==> config.mk <==
export PLATFORM = sky130hd
export DESIGN_NAME = esc_quad_pwm
export DESIGN_NICKNAME = d
export VERILOG_FILES = /design/src/rtl/esc_quad_pwm.sv
export SDC_FILE = /design/constraint.sdc
export NUM_CORES = 1
export LEC_CHECK = 0
export ABC_AREA = 1
export CORE_UTILIZATION = 35
export DETAILED_ROUTE_END_ITERATION = 12
export GPL_ROUTABILITY_DRIVEN = 0
export GPL_TIMING_DRIVEN = 1
export PLACE_DENSITY_LB_ADDON = 0.15
export SLEW_MARGIN = 20
export SYNTH_ARGS = -nofsm -noshare
export SYNTH_HDL_FRONTEND = slang
export SYNTH_SLANG_ARGS = --single-unit
==> constraint.sdc <==
create_clock -name clk -period 9.9 [get_ports clk]
set_input_delay 2.475 -clock clk [delete_from_list [all_inputs] [get_ports clk]]
set_output_delay 2.475 -clock clk [all_outputs]
set_load 0.03 [all_outputs]
==> src/rtl/esc_quad_pwm.sv <==
// Four-channel ESC PWM generator: frame-synchronous speed latching, clamped pulse widths and a
// DISARMED/ARMING/RUN sequencer. Define ESC_STAGGER_EN to offset channel k's frame by k*PERIOD/4.
module esc_quad_pwm #(
  parameter int PERIOD     = 1000000,
  parameter int MIN_PULSE  = 50000,
  parameter int GAIN       = 25,
  parameter int MAX_PULSE  = 100000,
  parameter int ARM_FRAMES = 50
) (
  input  logic        clk,
  input  logic        rst,
  input  logic        arm,
  input  logic [10:0] frnt_spd,
  input  logic [10:0] bck_spd,
  input  logic [10:0] lft_spd,
  input  logic [10:0] rght_spd,
  output logic        frnt_pwm,
  output logic        bck_pwm,
  output logic        lft_pwm,
  output logic        rght_pwm,
  output logic        frm_strt,
  output logic        armed
);

  localparam int CW = $clog2(PERIOD);
  localparam int PW = 11 + $clog2(GAIN) + 1;
  localparam int SW = ((PW > CW) ? PW : CW) + 1;
  localparam int FW = $clog2(ARM_FRAMES) + 1;
  localparam logic [CW-1:0] LAST = CW'(PERIOD - 1);

`ifdef ESC_STAGGER_EN
  localparam int STEP = PERIOD / 4;
`else
  localparam int STEP = 0;
`endif

  typedef enum logic [1:0] {DISARMED, ARMING, RUN} state_t;

  state_t        state;
  state_t        ns;
  logic [CW-1:0] cnt;
  logic [FW-1:0] fc;
  logic [10:0]   spd  [4];
  logic [CW-1:0] pw   [4];
  logic [CW-1:0] lcnt [4];
  logic [3:0]    pwm;

  assign spd[0] = frnt_spd;
  assign spd[1] = bck_spd;
  assign spd[2] = lft_spd;
  assign spd[3] = rght_spd;

  assign frnt_pwm = pwm[0];
  assign bck_pwm  = pwm[1];
  assign lft_pwm  = pwm[2];
  assign rght_pwm = pwm[3];

  // Pulse width the given state implies for a speed; product and sum are wide enough to never wrap.
  function automatic logic [CW-1:0] target(state_t s, logic [10:0] speed);
    logic [PW-1:0] prod;
    logic [SW-1:0] sum;
    prod = PW'(speed) * PW'(GAIN);
    sum  = SW'(MIN_PULSE) + SW'(prod);
    case (s)
      ARMING:  target = CW'(MIN_PULSE);
      RUN:     target = (sum > SW'(MAX_PULSE)) ? CW'(MAX_PULSE) : sum[CW-1:0];
      default: target = '0;
    endcase
  endfunction

  // Per-channel frame position: cnt shifted back by the channel's start offset, modulo PERIOD.
  always_comb begin
    for (int k = 0; k < 4; k++) begin
      logic [CW:0] diff;
      diff = {1'b0, cnt} + (CW+1)'(PERIOD - k * STEP);
      if (diff >= (CW+1)'(PERIOD)) diff = diff - (CW+1)'(PERIOD);
      lcnt[k] = diff[CW-1:0];
    end
  end

  always_comb begin
    ns = state;
    if (cnt == LAST) begin
      case (state)
        DISARMED: if (arm) ns = ARMING;
        ARMING: begin
          if (!arm) ns = DISARMED;
          else if (fc == FW'(ARM_FRAMES - 1)) ns = RUN;
        end
        RUN:      if (!arm) ns = DISARMED;
        default:  ns = DISARMED;
      endcase
    end
  end

  always_ff @(posedge clk) begin
    if (rst) begin
      state <= DISARMED;
      fc    <= '0;
      armed <= 1'b0;
    end else begin
      state <= ns;
      armed <= (ns == RUN);
      if (cnt == LAST) fc <= (state == ARMING) ? fc + FW'(1) : '0;
    end
  end

  // Latching on the next state makes a boundary transition govern the very frame it opens.
  always_ff @(posedge clk) begin
    if (rst) begin
      cnt      <= '0;
      frm_strt <= 1'b0;
      pwm      <= '0;
      for (int k = 0; k < 4; k++) pw[k] <= '0;
    end else begin
      cnt      <= (cnt == LAST) ? '0 : cnt + CW'(1);
      frm_strt <= (cnt == '0);
      for (int k = 0; k < 4; k++) begin
        if (lcnt[k] == LAST) pw[k] <= target(ns, spd[k]);
        pwm[k] <= (lcnt[k] < pw[k]);
      end
    end
  end

endmodule

# Word level (Yosys, flattened, before mapping)
# Memories as Yosys holds them, arrays and structs flattened.
# Index checks and enable logic that the tools add are counted.
# classes
eq_ne	7
n_mux	33
n_lt_le_gt_ge	9
multipliers	4
reduce_logical	3
addsub	8
bitwise	4
# op_table
operator	n
20-bit 2-to-1 mux	13
17-bit case mux with 2 select lines	4
20-bit less-than comparator	4
16-bit by 16-bit adder with 17-bit output, first input constant	4
17-bit greater-than comparator, second input constant	4
17-bit 2-to-1 mux	4
11-bit by 5-bit multiplier with 16-bit output, second input constant	4
20-bit equality test, second input constant	2
20-bit by 20-bit adder with 21-bit output, second input constant	1
21-bit by 20-bit greater-or-equal comparator with 1-bit output, second input constant	1
20-bit by 1-bit adder with 20-bit output, second input constant	1
20-bit zero test	1
20-bit subtractor, second input constant	1
2-bit 2-to-1 mux	5
7-bit by 1-bit adder with 7-bit output, second input constant	1
7-bit by 6-bit equality test with 1-bit output, second input constant	1
7-bit 2-to-1 mux	1
2-bit case mux with 3 select lines	1
1-bit 2-to-1 mux	5
2-bit by 1-bit equality test with 1-bit output, second input constant	2
2-bit equality test, second input constant	2
1-bit bitwise OR	4
2-bit zero test	1
2-bit OR reduction	1
# totals
word_cells	75
register_bits	35
ramBits	80
in_bits	47
mem_count	1
# mem_list
name	words	word_bits	rd	rd_clocked_by_memory_dff	write_ports	line	source
pw	4	20	4	0	4	44	logic [CW-1:0] pw [4];

# Longest topological paths before layout
# Gate-level depths: netlist of the first run.
# logic_depth
depth_word	10
depth_mapped	25
mapped_depth_nobuf	24

# Least setup slack after synthesis of the first run
# OpenSTA, ideal clock, no wires.
# synth_timing
path_kind	flip-flop to flip-flop
startpoint	reg cnt[6]
endpoint	mem pw[0][0] (netlist name) (enable)
slack_ns	2.385
setup_time_ns	0.588
path_stages_with_launch	17
path_buffers	1
required_time_ns	9.312
period_less_slack_ns	7.515
arrival_ns	6.927
path_cell_list	dfxtp_1 inv_1 ha_1 nor2_1 nand2_1 nand2_1 nand2_1 inv_1 nand3_1 nand4_1 nand3_2 buf_6 nand2_1 nand3_1 nor2_2 nand2_2 o21ai_0
# synth_lines
element	line	source
start, declared	41	logic [CW-1:0] cnt;
start signal, assigned	116	cnt <= (cnt == LAST) ? '0 : cnt + CW'(1);
end, declared	44	

==> flow_summary.json, run 1 <==
{
  "detail_route.wirelength_um": 24200,
  "power.share.clock_pct": 24.8,
  "leading_area_contributor_after_synthesis": "sky130_fd_sc_hd__ha_1",
  "syn_to_final_growth_pct": 11.6,
  "grt_overall_usage_pct": 16.0,
  "reg2regPathDepth": 19,
  "power_frac_seq_pct": 33.3,
  "grt_overflow": 0,
  "final_hold_viol_count": 0,
  "worstPathMaxFanout": 6,
  "min_path_cells": 1,
  "post_cts.repair.setup_buffers": 0,
  "finish.net_count": 1744,
  "synth.ff_latch_count": 103,
  "outcome": "finished clean",
  "via_count_of_the_first_global_routing_pass": 8280,
  "clock_skew_ns": 0.00886,
  "synth_edf_count": 68,
  "fp.coreArea_sq_um": 30700,
  "ys_seq_area_share_pct": 25.1,
  "holdCritPathClass": "register to register",
  "clk_pin_slew_ns": 0.08,
  "dpl_worst_slack_ns": 3.14,
  "worst_path_dominant_cell_family": "simple AND/OR/NAND/NOR gates",
  "numPortBuffers": 52,
  "setup_slack_ns": 3.51,
  "initial_core_util_pct": 35.7,
  "final.period_utilization_pct": 64.5,
  "syn-instance-count": 1393,
  "cpPeakStageDelay_ns": 0.56,
  "worst-slew-pin-transition_ns": 0.894,
  "post_synth_instance_area_sq_um": 10900,
  "synth.yosys.warnings": 0,
  "sum_of_negative_setup_slack_ns": 0,
  "multi_input_gate_area_sq_um": 7040,
  "detail_route.vias_per_cell": 4.77,
  "hold_path_endpoint": "cnt[0]$_SDFF_PP0_",
  "slew_violations": 0,
  "clkLatencyLatePin_ns": 0.36,
  "post-synth-top-area-fraction_pct": 25.6,
  "crit_path_start_kind": "input pin",
  "switchingPower_uw": 536,
  "die_height_um": 179,
  "fillers": 3209,
  "die-area_sq_um": 32000,
  "timing.critical_path.buf_inv": 6,
  "die_width_um": 179,
  "clock_tree.root_cell": "sky130_fd_sc_hd__clkbuf_16",
  "io_pins": 53,
  "worst-setup-path-type": "input pin to register",
  "drt-initial-drc-count": 370,
  "tritoncts_clock_tree": "built",
  "drtPass1Iterations": 6,
  "synth-async-reset-ratio_pct": 0,
  "ff_latch_area_sq_um": 2740,
  "worst_reg2reg_setup_slack_ns": 5.70,
  "antenna_found_initial": 0,
  "worstPathArrival_ns": 6.60,
  "antenna_left": 0,
  "timing.critical_path.slowest_stage_cell": "sky130_fd_sc_hd__clkdlybuf4s50_1",
  "dominant_cells_by_area_after_synthesis": "sky130_fd_sc_hd__ha_1, sky130_fd_sc_hd__edfxtp_1, sky130_fd_sc_hd__inv_1",
  "ctsHoldBuffers": 0,
  "hpwlAfterDp_um": 19500,
  "grt_setup_unrepaired": "false",
  "cts-htree-levels": 3,
  "placement_rows": 64,
  "timing.critical_path.mode_cell": "sky130_fd_sc_hd__nand2_1",
  "period_minus_slack_ns": 6.39,
  "p_sw_share_pct": 37.6,
  "critPathRequiredTime_ns": 10.12,
  "critical_path.reg2reg.startpoint": "cnt[1]$_SDFF_PP0_",
  "power_density_nw_per_um2": 117,
  "drc_errors": 0,
  "hold_path.startpoint": "cnt[0]$_SDFF_PP0_",
  "tritoncts_num_sinks": 103,
  "power.ir.vdd_worst_mv": 0.0756,
  "timing.critical_path.to_type": "register",
  "ys_types": 44,
  "regToRegEndpoint": "pw[0][11]$_SDFFCE_PN0P_",
  "max-slew-margin-rel_pct": 40.4,
  "intPower_uw": 889,
  "timing.fmax_ghz": 0.157,
  "crit_chain": "clkdlybuf4s50_1, inv_1, ha_1, inv_1, fa_1, ha_1, ha_1, inv_1, nor3_1, nand2_1, o211ai_1, nand2_1, o21ai_0, nand3_1, nand2_1, xnor2_1, nand2_1, inv_1, nand2_1, inv_1, nor2_1, nand2_1, nor2_1",
  "maxCapViolations": 0,
  "setup_viol": 0,
  "p_leak_nw": 6.39,
  "ctsLongestPathBuffers": 2,
  "routedWlPerCell_um": 13.1,
  "synth_top_flop_cell": "sky130_fd_sc_hd__edfxtp_1",
  "grt_first_pass_wirelength_um": 40700,
  "commonest_non_fill_non_tap_cell_in_the_layout": "sky130_fd_sc_hd__inv_1",
  "mappedNetlistNets": 1692,
  "syn_avg_cell_area_sq_um": 7.86,
  "power.share.combinational_pct": 41.9,
  "mostFrequentLayoutCells": "sky130_fd_sc_hd__inv_1, sky130_fd_sc_hd__nand2_1, sky130_fd_sc_hd__ha_1",
  "final_layout_size_suffix_gt1_share_pct": 3.79,
  "cts_repair_resize_count": 0,
  "cts_made_buffers": 9,
  "antennaDiodeCount": 0,
  "detailroute.via_count": 8799,
  "grt_start_max_net_pins": 69
}
## layout make-up
| class | instances | share of cell area (%) |
|---|---|---|
| inverter | 292 | 8.97 |
| clock buffer | 9 | 1.84 |
| tap | 396 | 4.06 |
| timing repair buffer | 55 | 4.45 |
| sequential | 103 | 22.5 |
| clock inverter | 7 | 0.553 |
| multi-input combinational | 984 | 57.7 |
## synth_stat cells, types with 11 or more instances
master / count
sky130_fd_sc_hd__inv_1: 284
sky130_fd_sc_hd__nand2_1: 237
sky130_fd_sc_hd__ha_1: 224
sky130_fd_sc_hd__nor2_1: 105
sky130_fd_sc_hd__a21oi_1: 81
sky130_fd_sc_hd__edfxtp_1: 68
sky130_fd_sc_hd__nand3_1: 65
sky130_fd_sc_hd__nor3_1: 41
sky130_fd_sc_hd__dfxtp_1: 35
sky130_fd_sc_hd__o21ai_0: 31
sky130_fd_sc_hd__fa_1: 28
sky130_fd_sc_hd__xor2_1: 27
sky130_fd_sc_hd__nand4_1: 24
sky130_fd_sc_hd__xnor2_1: 20
sky130_fd_sc_hd__o21bai_1: 13
sky130_fd_sc_hd__nand2_2: 12
sky130_fd_sc_hd__a31oi_1: 11
## sequential cells by signal, summed over array words and instances, names as in the netlist
signal    cells
armed         1
fc            7
cnt          20
pw           68
frm_strt      1
state         2
pwm           4
## kinds of logic (layout without fill, tap and decap cells)
kind of cell,after synthesis,in the layout,share of synthesized area (%)
AOI/OAI and AO/OA,163,163,8.45
xor gates and xnor gates,47,47,3.76
adders and majority gates,252,252,30.7
buffers and inverters,306,363,10.7
DFF,103,103,25.1
and+or+nand+nor,522,522,21.3
## worst max-delay path by stage
stage	slack, ns	from	to	cells after the start
global route	3.00	bck_spd[6]	pw[1][0]$_SDFFCE_PN0P_	23
detailed placement	3.14	bck_spd[6]	pw[1][11]$_SDFFCE_PN0P_	23
finish	3.51	bck_spd[6]	pw[1][0]$_SDFFCE_PN0P_	23
CTS	3.50	bck_spd[6]	pw[1][11]$_SDFFCE_PN0P_	23
floorplan	2.38	cnt[6]$_SDFF_PP0_	pw[0][0]$_SDFFCE_PN0P_	16
global placement	3.16	lft_spd[6]	pw[2][12]$_SDFFCE_PN0P_	22
## worst register-to-register path, cell delays in order (launching register included)
cell and delay, ns:
sky130_fd_sc_hd__dfxtp_1 0.68, sky130_fd_sc_hd__ha_1 0.28, sky130_fd_sc_hd__nand2_1 0.07, sky130_fd_sc_hd__nor2_1 0.11, sky130_fd_sc_hd__inv_1 0.08, sky130_fd_sc_hd__nor2_1 0.28, sky130_fd_sc_hd__inv_1 0.14, sky130_fd_sc_hd__nor4_1 0.19
sky130_fd_sc_hd__nand2_1 0.14, sky130_fd_sc_hd__inv_1 0.12, sky130_fd_sc_hd__nand4_1 0.09, sky130_fd_sc_hd__nand2_1 0.11, sky130_fd_sc_hd__ha_1 0.28, sky130_fd_sc_hd__inv_1 0.09, sky130_fd_sc_hd__nor2_1 0.09, sky130_fd_sc_hd__buf_4 0.27
sky130_fd_sc_hd__inv_1 0.10, sky130_fd_sc_hd__nor2_2 0.47, sky130_fd_sc_hd__nand2_1 0.30, sky130_fd_sc_hd__nor2_1 0.16
## through the flow
stage / power (mW) / std cells / hold WS [ns] / area, sq um / util (%)
after floorplan: 0.947 / 1393 / 0.417 / 10900 / -
after global placement: 1.09 / 1830 / 0.425 / 11900 / 38.9
after detailed placement: 1.09 / 1830 / 0.434 / 11900 / 38.9
after CTS: 1.45 / 1846 / 0.451 / 12200 / 39.8
after global routing: 1.55 / 1846 / 0.497 / 12200 / 39.8
final: 1.42 / 1846 / 0.453 / 12200 / 39.8
## power groups by stage
stage	Clock, mW	Sequential, mW	Combinational [mW]
3_5_place_dp	0	0.485	0.603
3_3_place_gp	0	0.485	0.604
4_1_cts	0.365	0.475	0.610
5_1_grt	0.376	0.477	0.699
6_report	0.353	0.475	0.597
2_1_floorplan	0	0.487	0.460
## routing by layer
metal | vias up | track usage, % | share of wire, %
met3 | 21 | 1.91 | 2.6
met4 | 0 | 3.43 | 1.2
met5 | - | 0 | 0
li1 | 4678 | - | -
met2 | 107 | 26.6 | 46
met1 | 3993 | 22.1 | 51
No activity file was read; power rests on OpenSTA's default activity.
==> inputs of run 2 (changes only) <==
- clock period: 9.9 -> 6.5 ns (I/O delays scaled with it)
==> run 2 against run 1 <==
Compared with the run above: non-clock buffer count stayed put; clock power is 64% higher; sequential power is 52% higher; sequential share of layout area hardly changed; utilization is 0.069 points higher; first-iteration DRC count is 31% higher; worst setup slack worse by 2.6 ns; register-to-register slack worse by 3.4 ns; cell area is 0.17% higher; routed wire length is 1.0% higher; critical path depth is 2 higher; largest cell class unchanged; largest power group unchanged; highest routed layer unchanged.
==> flow_summary.json, run 2 (synthesis results as in run 1) <==
{
  "power_density_nw_per_um2": 181,
  "syn_to_final_growth_pct": 11.8,
  "tritoncts_num_sinks": 103,
  "initial_core_util_pct": 35.7,
  "clock_tree.root_cell": "sky130_fd_sc_hd__clkbuf_16",
  "worst-setup-path-type": "input pin to register",
  "ctsHoldBuffers": 0,
  "largest_reg_flops": 68,
  "grt_start_max_net_pins": 69,
  "cts_made_buffers": 9,
  "setup_viol": 0,
  "via_count_of_the_first_global_routing_pass": 8409,
  "max-slew-margin-rel_pct": 40.0,
  "ctsLongestPathBuffers": 2,
  "sum_of_negative_setup_slack_ns": 0,
  "gr_met1_demand_resource_pct": 21.8,
  "clkLatencyLatePin_ns": 0.36,
  "crit_path_start_kind": "input pin",
  "period_minus_slack_ns": 5.60,
  "worst_reg2reg_setup_slack_ns": 2.31,
  "mostFrequentLayoutCells": "sky130_fd_sc_hd__inv_1, sky130_fd_sc_hd__nand2_1, sky130_fd_sc_hd__ha_1",
  "die-area_sq_um": 32000,
  "grt_first_pass_wirelength_um": 41000,
  "outcome": "finished clean",
  "p_leak_nw": 6.40,
  "final_hold_viol_count": 0,
  "post_cts.repair.setup_buffers": 0,
  "cts-htree-levels": 3,
  "timing.critical_path.mode_cell": "sky130_fd_sc_hd__nand2_1",
  "worst-slew-pin-transition_ns": 0.900,
  "routedWlPerCell_um": 13.2,
  "io_pins": 53,
  "cts_repair_resize_count": 0,
  "grt_overflow": 0,
  "grt_setup_unrepaired": "false",
  "hpwlAfterDp_um": 19600,
  "drc_errors": 0,
  "globalRouteMet3Util_pct": 2.48,
  "finish.utilization_pct": 39.9,
  "grt-busiest-layer": "met2",
  "worstPathMaxFanout": 6,
  "critical_path.startpoint": "bck_spd[5]",
  "numPortBuffers": 52,
  "cpPeakStageDelay_ns": 0.52,
  "reg2regPathDepth": 19,
  "final.period_utilization_pct": 86.1,
  "timing.critical_path.to_type": "register",
  "detailroute.via_count": 8785,
  "detail_route.vias_per_cell": 4.76,
  "timing.critical_path.slowest_stage_cell": "sky130_fd_sc_hd__clkdlybuf4s50_1",
  "gr-usage-met2_pct": 27.3,
  "antennaDiodeCount": 0,
  "tritoncts_clock_tree": "built",
  "drt-initial-drc-count": 485,
  "top_register": "pw",
  "reg.largest.list": "pw: 68 flops, cnt: 20 flops, fc: 7 flops",
  "commonest_non_fill_non_tap_cell_in_the_layout": "sky130_fd_sc_hd__inv_1",
  "finish.net_count": 1744,
  "critical_path.endpoint": "pw[1][13]$_SDFFCE_PN0P_",
  "clock_skew_ns": 0.0114,
  "die_height_um": 179,
  "critical_path.reg2reg.startpoint": "cnt[1]$_SDFF_PP0_",
  "detail_route.wirelength_um": 24400,
  "clk_pin_slew_ns": 0.07,
  "drtPass1Iterations": 7,
  "timing.fmax_ghz": 0.179,
  "worstPathArrival_ns": 5.81,
  "grt_overall_usage_pct": 16.2,
  "critPathRequiredTime_ns": 6.71,
  "final_layout_size_suffix_gt1_share_pct": 3.79,
  "antenna_found_initial": 0,
  "fp.coreArea_sq_um": 30700,
  "antenna_left": 0,
  "fillers": 3192,
  "regToRegEndpoint": "pw[0][11]$_SDFFCE_PN0P_",
  "maxCapViolations": 0,
  "die_width_um": 179,
  "holdCritPathClass": "register to register",
  "placement_rows": 64,
  "power.ir.vdd_worst_mv": 0.113,
  "slew_violations": 0
}
-- run 2: metrics by stage --
stage | power, mW | setup slack [ns] | cells | instance area [sq um] | hold slack, ns
2_1_floorplan | 1.44 | 0.823 | 1393 | 10900 | 0.417
3_3_place_gp | 1.66 | 0.542 | 1830 | 11900 | 0.426
3_5_place_dp | 1.66 | 0.500 | 1830 | 11900 | 0.436
4_1_cts | 2.25 | 0.864 | 1846 | 12200 | 0.450
5_1_grt | 2.41 | 0.405 | 1846 | 12200 | 0.469
6_report | 2.22 | 0.903 | 1846 | 12200 | 0.448
-- run 2: layer usage --
layer,wire length (um),up-vias
li1,-,4678
met1,12000,3985
met2,11300,102
met3,802,20
met4,269,0
met5,0,-
-- run 2: area by class of cell --
class,count,area [sq um],area share [%]
multi-input cells,984,7040,57.6
clock buffers,9,225,1.84
repair buffers,55,543,4.44
inverters,292,1100,8.96
well taps,396,495,4.05
clock inverters,7,88.8,0.726
flip-flops and latches,103,2740,22.4
-- run 2: power by group --
group	internal, mW	switching, mW
registers	0.713	0.0103
clock network	0.308	0.272
logic	0.372	0.540
total	1.39	0.822
-- run 2: how the worst min path moves through the flow --
stage / from / depth (start not counted) / slack (ns) / to
after floorplan: cnt[0]$_SDFF_PP0_ / 1 / 0.42 / cnt[0]$_SDFF_PP0_
after global placement: cnt[0]$_SDFF_PP0_ / 1 / 0.43 / cnt[0]$_SDFF_PP0_
after detailed placement: cnt[0]$_SDFF_PP0_ / 1 / 0.44 / cnt[0]$_SDFF_PP0_
after CTS: cnt[0]$_SDFF_PP0_ / 1 / 0.45 / cnt[0]$_SDFF_PP0_
after global routing: cnt[0]$_SDFF_PP0_ / 1 / 0.47 / cnt[0]$_SDFF_PP0_
final: cnt[0]$_SDFF_PP0_ / 1 / 0.45 / cnt[0]$_SDFF_PP0_
-- run 2: worst max-delay path, delay by kind of cell --
kind | cells | cell delay (ns)
simple gates | 11 | 1.28
buf+inv | 6 | 0.88
fa+ha+maj | 4 | 1.37
compound gates | 4 | 0.63
==> inputs of run 3 (changes only) <==
- CAP_MARGIN: unset -> 0
- PLACE_DENSITY: unset -> 0.48
- PLACE_DENSITY_LB_ADDON: 0.15 -> unset
==> run 3 against run 2 <==
Compared with the run above: first-iteration DRC count down 20%; utilization about the same; global-route usage up 0.36 points; count of clock-buffer cells in the layout unchanged; via count up 0.22%; critical path type unchanged; critical endpoint is now pw[2][12]$_SDFFCE_PN0P_.
==> flow_summary.json, run 3 (synthesis results as in run 1) <==
{
  "outcome": "finished clean",
  "placedInstanceArea_sq_um": 11900,
  "initial_core_util_pct": 35.7,
  "ff_latch_area_sq_um": 2740,
  "commonest_non_fill_non_tap_cell_in_the_layout": "sky130_fd_sc_hd__inv_1",
  "power_frac_seq_pct": 32.5,
  "period_minus_slack_ns": 5.54,
  "die_height_um": 179,
  "top_register": "pw",
  "sum_of_negative_setup_slack_ns": 0,
  "power.ir.vdd_worst_mv": 0.127,
  "ctsLongestPathBuffers": 2,
  "worst-slew-pin-transition_ns": 0.788,
  "fin_worst_hold_slack_ns": 0.469,
  "timing.critical_path.to_type": "register",
  "power.share.clock_pct": 26.5,
  "cts_made_buffers": 9,
  "ctsHoldBuffers": 0,
  "cts_repair_resize_count": 0,
  "antennaDiodeCount": 0,
  "grt_first_pass_wirelength_um": 41900,
  "largest_reg_flops": 68,
  "detailroute.via_count": 8804,
  "holdCritPathClass": "register to register",
  "power_density_nw_per_um2": 182,
  "drc_errors": 0,
  "grt_start_max_net_pins": 47,
  "placed_cells_incl_taps": 1831,
  "final.period_utilization_pct": 85.2,
  "mostFrequentLayoutCells": "sky130_fd_sc_hd__inv_1, sky130_fd_sc_hd__nand2_1, sky130_fd_sc_hd__ha_1",
  "grt_overflow": 0,
  "antenna_left": 0,
  "slew_violations": 0,
  "critPathRequiredTime_ns": 6.72,
  "numPortBuffers": 52,
  "multi_input_gate_area_sq_um": 7040,
  "power.share.combinational_pct": 41.0,
  "reg.largest.list": "pw: 68 flops, cnt: 20 flops, fc: 7 flops",
  "tritoncts_num_sinks": 103,
  "routedWlPerCell_um": 13.5,
  "timing.fmax_ghz": 0.180,
  "syn_to_final_growth_pct": 11.9,
  "p_leak_nw": 6.40,
  "io_pins": 53,
  "die-area_sq_um": 32000,
  "tritoncts_clock_tree": "built",
  "grt_setup_unrepaired": "false",
  "via_count_of_the_first_global_routing_pass": 8421,
  "intPower_mw": 1.39,
  "final_cell_area_sq_um": 12200,
  "clock_skew_ns": 0.0150,
  "worstPathArrival_ns": 5.76,
  "post_cts.repair.setup_buffers": 0,
  "worstPathMaxFanout": 6,
  "setup_viol": 0,
  "final_layout_size_suffix_gt1_share_pct": 3.86,
  "cts-htree-levels": 3,
  "final_hold_viol_count": 0,
  "fp.coreArea_sq_um": 30700,
  "max-slew-margin-rel_pct": 47.3,
  "finish.cell_count_without_fillers": 1847,
  "p_sw_share_pct": 37.5,
  "detail_route.wirelength_um": 24800,
  "clkLatencyLatePin_ns": 0.37,
  "antenna_found_initial": 0,
  "die_width_um": 179,
  "hpwlAfterDp_um": 20000,
  "finish.net_count": 1745,
  "maxCapViolations": 0,
  "crit_path_start_kind": "input pin",
  "switchingPower_uw": 835,
  "grt_overall_usage_pct": 16.6,
  "placement_rows": 64,
  "detail_route.vias_per_cell": 4.77,
  "fillers": 3172,
  "drt-initial-drc-count": 389,
  "clock_tree.root_cell": "sky130_fd_sc_hd__clkbuf_16",
  "worst-setup-path-type": "input pin to register",
  "drtPass1Iterations": 5,
  "clk_pin_slew_ns": 0.07
}
## run 3: changes by cell type in the layout (fill, tap and decap cells not counted)
cell,change
sky130_fd_sc_hd__clkinv_4,+1
sky130_fd_sc_hd__clkinv_2,-1
sky130_fd_sc_hd__inv_6,-1
sky130_fd_sc_hd__buf_4,+1
sky130_fd_sc_hd__clkinvlp_4,+1
## run 3: final timing paths
kind	start	end	slack (ns)	depth (start not counted)
setup / recovery	lft_spd[6]	pw[2][12]$_SDFFCE_PN0P_	0.96	22
hold / removal	cnt[0]$_SDFF_PP0_	cnt[0]$_SDFF_PP0_	0.47	1
setup reg to reg	cnt[6]$_SDFF_PP0_	pw[1][1]$_SDFFCE_PN0P_	2.19	18
hold reg to reg	cnt[0]$_SDFF_PP0_	cnt[0]$_SDFF_PP0_	0.47	1
## run 3: layer usage
metal	track usage [%]	vias to the layer above	share of wire (%)
met3	1.72	17	2.0
met1	22.8	4031	51
li1	-	4680	-
met2	27.9	76	46
met4	3.50	0	1.0
met5	0	-	0
## run 3: cell type report
cell class,count,share of cell area (%)
inverter,292,8.95
multi-input combinational,984,57.5
clock inverter,7,0.746
timing repair buffer,56,4.50
tap,396,4.05
clock buffer,9,1.84
sequential,103,22.4
## run 3: power groups by stage
stage	combinational, mW	sequential (mW)	clock, mW
final	0.914	0.724	0.590
after CTS	0.930	0.724	0.609
after floorplan	0.701	0.740	0
after detailed placement	0.920	0.739	0
after global placement	0.925	0.739	0
after global routing	1.07	0.726	0.624
## run 3: per-stage QoR
| step | utilization (%) | setup WS (ns) | total power, mW |
|---|---|---|---|
| 6_report | 39.9 | 0.959 | 2.23 |
| 5_1_grt | 39.9 | 0.481 | 2.42 |
| 4_1_cts | 39.9 | 0.937 | 2.26 |
| 3_5_place_dp | 38.9 | 0.566 | 1.66 |
| 3_3_place_gp | 38.9 | 0.589 | 1.66 |
| 2_1_floorplan | - | 0.823 | 1.44 |
## run 3: critical path, cell delays in order
cell	delay (ns)
sky130_fd_sc_hd__clkdlybuf4s50_1	0.57
sky130_fd_sc_hd__inv_1	0.07
sky130_fd_sc_hd__ha_1	0.27
sky130_fd_sc_hd__inv_1	0.05
sky130_fd_sc_hd__fa_1	0.45
sky130_fd_sc_hd__ha_1	0.31
sky130_fd_sc_hd__ha_1	0.36
sky130_fd_sc_hd__inv_1	0.09
sky130_fd_sc_hd__nor3_1	0.17
sky130_fd_sc_hd__nand2_1	0.07
sky130_fd_sc_hd__o211ai_1	0.13
sky130_fd_sc_hd__nand2_1	0.08
sky130_fd_sc_hd__o21ai_0	0.26
sky130_fd_sc_hd__nand3_1	0.11
sky130_fd_sc_hd__nand2_1	0.09
sky130_fd_sc_hd__xor2_1	0.25
sky130_fd_sc_hd__nor2_1	0.08
sky130_fd_sc_hd__nand2_1	0.16
sky130_fd_sc_hd__nand2_1	0.08
sky130_fd_sc_hd__nor2_1	0.21
sky130_fd_sc_hd__inv_1	0.16
sky130_fd_sc_hd__nor2_1	0.12
